## src/rtl/snn_pkg.sv

```systemverilog
// Shared types and default sizing for the spiking-neuron output path
// (rate meter feeding the sigma-delta PDM stage).
package snn_pkg;

  typedef enum logic {
    RATE_WINDOW = 1'b0,
    RATE_EMA    = 1'b1
  } rate_mode_e;

  localparam int unsigned RATE_WIDTH       = 8;
  localparam int unsigned RATE_WINDOW_LOG2 = 8;
  localparam int unsigned RATE_DECAY_SHIFT = 4;

endpackage

```

## src/rtl/spike_ema.sv

```systemverilog
// Leaky exponential moving average of a 1-bit spike train; value is the
// upper WIDTH bits of a WIDTH+DECAY_SHIFT bit accumulator.
module spike_ema
  import snn_pkg::*;
#(
  parameter int unsigned WIDTH       = RATE_WIDTH,
  parameter int unsigned DECAY_SHIFT = RATE_DECAY_SHIFT
) (
  input  logic             clk,
  input  logic             reset,
  input  logic             clear,
  input  logic             enable,
  input  logic             spike,
  output logic [WIDTH-1:0] value
);

  localparam int unsigned ACC_W = WIDTH + DECAY_SHIFT;
  // (2^WIDTH-1) * 2^DECAY_SHIFT is a fixed point of the update, so it bounds acc.
  localparam logic [ACC_W-1:0] ACC_MAX   = {{WIDTH{1'b1}}, {DECAY_SHIFT{1'b0}}};
  localparam logic [ACC_W-1:0] SPIKE_INC = {{DECAY_SHIFT{1'b0}}, {WIDTH{1'b1}}};

  logic [ACC_W-1:0] acc_q;
  logic [ACC_W-1:0] acc_next;

  always_comb begin
    acc_next = acc_q - (acc_q >> DECAY_SHIFT) + (spike ? SPIKE_INC : '0);
  end

  always_ff @(posedge clk) begin
    if (reset || clear) begin
      acc_q <= '0;
    end else if (enable) begin
      acc_q <= acc_next;
    end
  end

  assign value = acc_q[ACC_W-1 -: WIDTH];

  acc_bound_a: assert property (@(posedge clk) disable iff (reset) acc_q <= ACC_MAX);

endmodule

```

## src/rtl/spike_rate_meter.sv

```systemverilog
// Converts a spike train into a WIDTH-bit firing rate, either as a held
// per-window spike count or as a leaky moving average.
module spike_rate_meter
  import snn_pkg::*;
#(
  parameter int unsigned WIDTH       = RATE_WIDTH,
  parameter int unsigned WINDOW_LOG2 = RATE_WINDOW_LOG2,
  parameter int unsigned DECAY_SHIFT = RATE_DECAY_SHIFT
) (
  input  logic             clk,
  input  logic             reset,
  input  logic             enable,
  input  logic             mode,
  input  logic             spike,
  output logic [WIDTH-1:0] value,
  output logic             value_valid
);

  // value_valid is a one-cycle strobe with no ready: the consumer samples
  // value whenever value_valid is high; value is stable between strobes.

  rate_mode_e             mode_q;
  logic                   mode_change;
  logic                   win_active;
  logic                   win_last;
  logic [WINDOW_LOG2-1:0] win_cnt_q;
  logic [WIDTH-1:0]       spike_cnt_q;
  logic [WIDTH-1:0]       spike_cnt_sat;
  logic [WIDTH-1:0]       win_value_q;
  logic                   value_valid_q;
  logic [WIDTH-1:0]       ema_value;

  always_ff @(posedge clk) begin
    mode_q <= rate_mode_e'(mode);
  end

  always_comb begin
    mode_change   = (rate_mode_e'(mode) != mode_q);
    win_active    = enable && (mode_q == RATE_WINDOW) && !mode_change;
    win_last      = (win_cnt_q == '1);
    spike_cnt_sat = (spike && (spike_cnt_q != '1)) ? spike_cnt_q + WIDTH'(1) : spike_cnt_q;
  end

  // The final cycle's spike closes into this window's result.
  always_ff @(posedge clk) begin
    if (reset || mode_change) begin
      win_cnt_q     <= '0;
      spike_cnt_q   <= '0;
      win_value_q   <= '0;
      value_valid_q <= 1'b0;
    end else begin
      value_valid_q <= 1'b0;
      if (win_active) begin
        win_cnt_q <= win_cnt_q + WINDOW_LOG2'(1);
        if (win_last) begin
          win_value_q   <= spike_cnt_sat;
          spike_cnt_q   <= '0;
          value_valid_q <= 1'b1;
        end else begin
          spike_cnt_q <= spike_cnt_sat;
        end
      end else if (enable && (mode_q == RATE_EMA)) begin
        value_valid_q <= 1'b1;
      end
    end
  end

  spike_ema #(
    .WIDTH       (WIDTH),
    .DECAY_SHIFT (DECAY_SHIFT)
  ) u_ema (
    .clk    (clk),
    .reset  (reset),
    .clear  (mode_change),
    .enable (enable && (mode_q == RATE_EMA)),
    .spike  (spike),
    .value  (ema_value)
  );

  // Both sources are registers; the idle estimator is held at zero.
  assign value       = (mode_q == RATE_EMA) ? ema_value : win_value_q;
  assign value_valid = value_valid_q;

endmodule

```

## config.mk

```make
export PLATFORM = sky130hd
export DESIGN_NAME = spike_rate_meter
export DESIGN_NICKNAME = d
export VERILOG_FILES = /design/src/rtl/snn_pkg.sv /design/src/rtl/spike_ema.sv /design/src/rtl/spike_rate_meter.sv
export SDC_FILE = /design/constraint.sdc
export NUM_CORES = 1
export LEC_CHECK = 0
export BUFFER_PORTS_ARGS = -buffer_cell sky130_fd_sc_hd__buf_2
export CAP_MARGIN = 10
export CORE_MARGIN = 2
export CORE_UTILIZATION = 45
export DETAILED_ROUTE_END_ITERATION = 7
export PLACE_DENSITY = 0.69
export SYNTH_ARGS = -nofsm -noshare
export SYNTH_HDL_FRONTEND = slang
export SYNTH_SLANG_ARGS = --single-unit
```

## constraint.sdc

```tcl
create_clock -name clk -period 5.5 [get_ports clk]
set_input_delay 0.275 -clock clk [delete_from_list [all_inputs] [get_ports clk]]
set_output_delay 0.275 -clock clk [all_outputs]
set_load 0.02 [all_outputs]
```

; Yosys cells after proc, flatten, opt, wreduce, memory -nomap -nowiden
; Index checks and enable logic that the tools add are counted.
[op_classes]
add_sub_neg = 4
eq_ne = 3
n_mux = 7
bitwise = 1
n_reduce_logical = 7
[op_table]
columns = operator, n
row1 = $mux W8, 4
row2 = $add A8 B1 Y8 const B, 2
row3 = $add A12 B12 Y12, 1
row4 = $sub A12 B8 Y12, 1
row5 = $eq A8 B8 Y1 const B, 1
row6 = $ne A8 B8 Y1 const B, 1
row7 = $logic_and A1 B1 Y1, 4
row8 = $mux W1, 3
row9 = $reduce_and A2 Y1, 1
row10 = $logic_not A1 Y1, 1
row11 = $logic_or A1 B1 Y1, 1
row12 = $ne A1 B1 Y1, 1
row13 = $not A1 Y1, 1
[totals]
reg_bits = 38
elab_cells = 28

; Logic depth before layout (Yosys ltp)
; Gate-level depths: netlist of run 1.
[depth]
word_depth = 4
mapped_depth = 11
depth_no_buf = 11

; Hierarchy
; Synthesis of run 1 repeated with hierarchy kept, for this count alone.
[unflattened]
hier_cells = 295
area_unflattened_um2 = 2646.3
[by_module_without_submodules]
columns = mod, n_inst, cells_each, area_per_inst_um2, seq_area_each_um2
row1 = spike_rate_meter, 1, 149, 1383.8, 520.5
row2 = spike_ema, 1, 146, 1262.5, 240.2

; Least setup slack after synthesis of run 1
; Ideal clock, no wire load.
[synth_timing]
path_kind = input-to-reg
startpoint = input port spike
endpoint = register u_ema.acc_q[11]
setup_time_ns = 0.128
arrival_time_ns = 2.571
required_ns = 5.372
setup_slack_ns = 2.802
path_stages = 10
n_path_buf = 0
cell_sequence = inv_1 fa_1 inv_1 ha_1 a2111oi_4 o21ai_2 a2111o_1 o211ai_2 xnor2_1 nor2_1
[synth_via]
elab_chain_cells = 2
[synth_lines]
columns = item, line_no
row1 = "start, declared", spike_rate_meter.sv:14  ; input logic spike,
row2 = $mux W8, spike_ema.sv:26  ; acc_next = acc_q - (acc_q >> DECAY_SHIFT) + (spike ? SPIKE_INC : '0);
row3 = $add A12 B12 Y12, spike_ema.sv:26
row4 = "end signal, assigned", spike_ema.sv:33  ; acc_q <= acc_next;
row5 = "end, declared", spike_ema.sv:22  ; logic [ACC_W-1:0] acc_q;
; No other way between the ends.
; A chain may end at the register's enable or synchronous reset.

; Worst setup path after layout of run 1
[layout_timing]
startpoint = input port spike
endpoint = register u_ema.acc_q[10]
; Same word-level chain as after synthesis.

==> results of run 1 <==
stage by stage:
stage	hold slack (ps)	util	power (mW)
finish	151	0.499	0.720
global route	139	0.499	0.760
CTS	137	0.499	0.727
detailed placement	447	0.478	0.475
global placement	438	0.478	0.474
floorplan	303	-	0.441
flip-flops by register name, indices dropped and copies added (netlist names):
register and flops:
u_ema.acc_q 12, spike_cnt_q 8, win_cnt_q 8, win_value_q 8
mode_q 1, value_valid 1
where the power goes:
part | internal, mW | total (mW) | switching [mW]
registers | 0.281 | 0.289 | 0.00820
clock network | 0.145 | 0.248 | 0.103
logic | 0.0754 | 0.183 | 0.108
worst max-delay path: stages:
cell and delay (ps):
buf_2 120, inv_1 240, fa_1 610, inv_1 50, ha_1 380, a2111oi_4 370, o21ai_0 180, a31oi_1 290
o21ai_0 140, xnor2_1 150, o22ai_1 90
layer usage:
metal / vias up / routed length (microns) / track usage
li1: 1016 / - / -
met1: 903 / 2440 / 0.213
met2: 21 / 2470 / 0.303
met3: 6 / 102 / 0.0345
met4: 0 / 50 / 0.0684
met5: - / 0 / 0
path summary, 6_finish.rpt:
path | depth (start not counted) | from | slack [ps] | end
min reg2reg | 2 | u_ema.acc_q[1]$_SDFFE_PP0P_ | 460 | u_ema.acc_q[1]$_SDFFE_PP0P_
max reg2reg | 10 | u_ema.acc_q[4]$_SDFFE_PP0P_ | 2760 | u_ema.acc_q[10]$_SDFFE_PP0P_
min | 1 | mode | 150 | mode_q$_DFF_P_
max | 11 | spike | 2760 | u_ema.acc_q[10]$_SDFFE_PP0P_
layout by cell type, fill, tap and decap left out, types with 3 or more instances in the layout:
cell type and n:
a211oi_1 8, a211oi_2 3, a21oi_1 24, a31oi_1 3, buf_2 13, clkbuf_8 6
dfxtp_1 38, fa_1 8, ha_1 14, inv_1 30, mux2_2 8, mux2i_1 3
nand2_1 33, nand2b_1 3, nand3_1 6, nand3b_1 3, nand4_1 4, nor2_1 27
nor4_1 3, o21ai_0 11, xnor2_1 11, xor2_1 11
cell type report:
| cell class | instances | area share |
|---|---|---|
| clock buffers | 6 | 0.0305 |
| repair buffers | 14 | 0.0268 |
| multi-input cells | 212 | 0.576 |
| inverters | 30 | 0.0415 |
| clock inverters | 1 | 0.0111 |
| well taps | 72 | 0.0332 |
| flip-flops and latches | 38 | 0.281 |
kinds of logic after synthesis:
group,share of synthesized area
and+or+nand+nor,0.179
AOI/OAI and AO/OA,0.188
buffers and inverters,0.0673
DFF,0.305
xor gates and xnor gates,0.0773
adders and majority gates,0.135
muxes,0.0482
==> run metrics, run 1 <==
outcome=finished clean; vias per inst=5.22; Yosys top cell by area=dfxtp_1; finished layout cell area=2710 sq um; Tot GR Track Use=0.175; Area contributors post-synth=dfxtp_1 (31%), ha_1 (7.0%), fa_1 (6.4%); ys async rst share=0; CTS resizes=0; Setup Skew=6.02 ps; Layout area overhead=8.84%; Tcrit/Tclk final=0.499; cts-stage hold buffer count=0; final-layout fill cell count=528; TritonRoute pass-1 iters=4; top cell type's share of synthesized area=0.305; Max Clk Rate=0.365 GHz; post-route setup slack=2760 ps; cell with the most instances after synthesis=dfxtp_1; Lkg Pwr=1.03 nW; synth cell count leaders=dfxtp_1 (38), nand2_1 (33), inv_1 (30); non-filler cells, final=373; RSZ-0062 raised after global routing=no; Std-Cell Rows=27; H-tree depth=2; Placed Area=2600 sq um; Layout Nets=328; vias in the first global route=1,805; Total Wirelength=5060 microns; routability-driven placement congestion ratio=0.859; #FFs+latches synth=38; placed cells=366; pre-CTS setup slack=2490 ps; die height=78.4 microns; ANT cells=0; CTS sink cnt=38; Hold WC Path Type=input port to register; DRC viols=0; Mean Syn Cell Area=8.59 sq um; TritonCTS clock tree=done; routed length per placed instance=13.6 microns; Root Driver=clkbuf_8; Starting Density=0.458; clock period minus worst slack=2740 ps; Setup Viol. Count Final=0; area of the multi-input gates=1560 sq um; YS warnings=0; io pins=14; sequential standard cell area=761 sq um; Worst Setup End Kind=register; clk_lat worst skew=290 ps; Slew HR=0.575; max-cap viol count=0; Synth Cell Area=2490 sq um; number of port buffers=13; hpwl dp=3650 microns; Syn Inst Count=290; critical path type=input port to register; CTS Buf Count=5; EDFF count, synth=0; Post-CTS Setup Inserts=0; Arrival @ worst endpoint=2900 ps; Final Slew Violations=0; grt ovf=0; worst-margin pin slew=635 ps; syn_nets=317; global-route wire length before repair=8390 microns; crit path max fanout=8; Die Area=6150 sq um; Critical Path RT=5660 ps; largest net degree at the start of global routing=39; die width=78.4 microns; initial antenna violation count=0; Worst VDD drop=0.120 mV; ratio of cells with drive above 1 in the final layout=0.136; Fin Setup TNS=0 ps; clk slew on worst S/H paths=70 ps; Cell variety after synth=48; count of final hold-check violations=0; Top FF cell, synth=dfxtp_1; Floorplan Core Area=5440 sq um; crit path launch type=input port; DR vias=1,946; Pwr Density=266 nW/um^2; First DRT Iteration DRCs=51; maximum clock insertion buffer count=2; Antenna Violating Nets Remaining=0; register area share after synthesis=0.305
Note: power is estimated with default switching activity, not from simulation.
==> inputs of run 2 (changes only) <==
==> constraint.sdc (replaced) <==
create_clock -name clk -period 2.7 [get_ports clk]
set_input_delay 0.135 -clock clk [delete_from_list [all_inputs] [get_ports clk]]
set_output_delay 0.135 -clock clk [all_outputs]
set_load 0.02 [all_outputs]
==> run 2 against run 1 <==
Net effect: non-clock buffer count is 16 higher; sequential share of layout area fell by 1.5 points; count of clock-buffer cells in the layout unchanged; cell count is 4.6% higher; register-to-register slack worse by 2600 ps; combinational power up 130%; clock power is 140% higher; clock skew up 1.5 ps.
==> run metrics, run 2 (same netlist as run 1, synthesis figures left out) <==
outcome=finished clean; initial antenna violation count=0 (unchanged); grt ovf=0 (unchanged); die height=78.4 microns (unchanged); Slew HR=0.574 (-0.00144); CP Depth=10 (-1); CP cell instances=inv_1 > fa_1 > inv_1 > ha_1 > a2111oi_4 > o21ai_2 > a2111o_1 > o211ai_2 > xnor2_1 > nor2_1; clk_lat worst skew=290 ps (about the same); Lkg Pwr=1.12 nW (+9.1%); Layout Nets=344 (+4.9%); logic gate share of total power=0.260 (+0.006); Arrival @ worst endpoint=2710 ps (-190 ps); CTS Buf Count=5 (unchanged); io pins=14 (unchanged); placed cells=381 (+4.1%); CTS sink cnt=38 (unchanged); Floorplan Core Area=5440 sq um (unchanged); Top delay family on crit path=compound AO/OA/AOI/OAI gates; RSZ-0062 raised after global routing=no; worst-margin pin slew=637 ps (+2.16 ps); critical path type=register to register; Fin Setup TNS=0 ps (unchanged); CP dominant cell by count=inv_1; Hold Crit Depth=5 (+4); Max Clk Rate=0.397 GHz; clock network power share=0.374 (+0.030); routability-driven placement congestion ratio=0.912 (+6.3%); internal power=1.16 mW (+130%); Setup Viol. Count Final=0 (unchanged); Std-Cell Rows=27 (unchanged); Net Sw Power=0.450 mW (+110%); ratio of cells with drive above 1 in the final layout=0.186 (+0.0493); commonest non-fill, non-tap cell in the layout=dfxtp_1; most frequent cells in the layout=dfxtp_1 (37), nand2_1 (33), inv_1 (30), nor2_1 (27), a21oi_1 (24); sequential standard cell area=762 sq um (+0.16%); Starting Density=0.458 (unchanged); ANT cells=0 (unchanged); DR vias=1,986 (+2.1%); H-tree depth=2 (unchanged); Critical Path RT=2890 ps (-2770 ps); First DRT Iteration DRCs=53 (+3.9%); Root Driver=clkbuf_8; Worst VDD drop=0.267 mV (+120%); Setup Skew=7.50 ps (+1.49 ps); crit path launch type=register; vias per inst=5.09 (-2.4%); DRC viols=0 (unchanged); TritonRoute pass-1 iters=4 (unchanged); Die Area=6150 sq um (unchanged); vias in the first global route=1,947 (+7.9%); Final Slew Violations=0 (unchanged); switch share=0.280 (-0.0236); area of the multi-input gates=1570 sq um (+0.32%); hpwl dp=3760 microns (+2.9%); die width=78.4 microns (unchanged); maximum clock insertion buffer count=2 (unchanged); TritonCTS clock tree=done; max-cap viol count=0 (unchanged); Post-CTS Setup Inserts=0 (unchanged); Pwr Density=559 nW/um^2 (+110%); non-filler cells, final=390 (+4.6%); count of final hold-check violations=0 (unchanged); number of port buffers=13 (unchanged); CP max stage cell=fa_1; final-layout fill cell count=508 (-3.8%); R2R Setup Slk=180 ps (-2580 ps); clock period minus worst slack=2520 ps; Worst Setup End Kind=register; Hold WC Path Type=input port to register; Tot GR Track Use=0.174 (-0.000542); routed length per placed instance=12.6 microns (-6.9%); Critical Path Max Stage Delay=510 ps (-100 ps); Total Wirelength=4930 microns (-2.7%); largest reg by FF count=u_ema.acc_q; Layout area overhead=15.2%; global-route wire length before repair=8540 microns (+1.8%); Antenna Violating Nets Remaining=0 (unchanged); Worst Path Buf+Inv=2 (-1); largest net degree at the start of global routing=20 (-49%); crit path max fanout=2 (-6); max reg flops=12 (unchanged); worst reg2reg path depth=10 (unchanged); Tcrit/Tclk final=0.934; sequential share of power=0.366 (-0.035); clk slew on worst S/H paths=80 ps (about the same)
==> run 2: cell type report <==
class,count,share of cell area
repair buffers,30,0.0680
flip-flops and latches,38,0.265
inverters,30,0.0392
clock buffers,6,0.0288
clock inverters,2,0.0209
multi-input cells,212,0.546
well taps,72,0.0314
==> run 2: final timing paths <==
path / endpoint / from
setup / recovery: u_ema.acc_q[11]$_SDFFE_PP0P_ / u_ema.acc_q[4]$_SDFFE_PP0P_
hold / removal: u_ema.acc_q[0]$_SDFFE_PP0P_ / spike
hold reg to reg: u_ema.acc_q[1]$_SDFFE_PP0P_ / u_ema.acc_q[1]$_SDFFE_PP0P_
setup reg to reg: u_ema.acc_q[11]$_SDFFE_PP0P_ / u_ema.acc_q[4]$_SDFFE_PP0P_
==> run 2: routing by layer <==
layer  GRT usage  part of all wire  vias up
li1            -                 -     1049
met4      0.0544            0.0097        0
met5           0                 0        -
met1       0.214              0.47      909
met2       0.306              0.49       22
met3      0.0356             0.028        6
==> run 2: per-stage QoR <==
step / utilization / cell area [sq um] / hold WS, ps / power, mW / setup slack [ps]
final: 0.528 / 2870 / 352 / 1.61 / 178
after floorplan: - / 2490 / 163 / 0.899 / 142
after CTS: 0.527 / 2860 / 348 / 1.62 / 109
after global routing: 0.528 / 2870 / 381 / 1.70 / 17.5
after global placement: 0.499 / 2710 / 300 / 1.01 / 53.5
after detailed placement: 0.499 / 2710 / 304 / 1.01 / 3.82
==> run 2: power groups by stage <==
stage / Clock (mW) / Sequential (mW) / Combinational, mW
floorplan: 0 / 0.596 / 0.303
global placement: 0 / 0.600 / 0.407
detailed placement: 0 / 0.600 / 0.410
CTS: 0.617 / 0.587 / 0.415
global route: 0.637 / 0.589 / 0.473
finish: 0.601 / 0.587 / 0.418
==> run 2: repair_timing <==
| item | in CTS | in global routing |
|---|---|---|
| endpoints found under the hold margin | 1 | 0 |
| gates resized for setup | 0 | 4 |
| hold buffers | 1 | 0 |
| endpoints found under the setup margin | 0 | 4 |
==> run 2: worst reg2reg max path, stage by stage (launching register included) <==
cell,delay (ps)
dfxtp_1,330
inv_1,60
fa_1,510
inv_1,50
ha_1,330
a2111oi_4,340
o21ai_2,100
a2111o_1,430
o211ai_2,80
xnor2_1,130
nor2_1,50
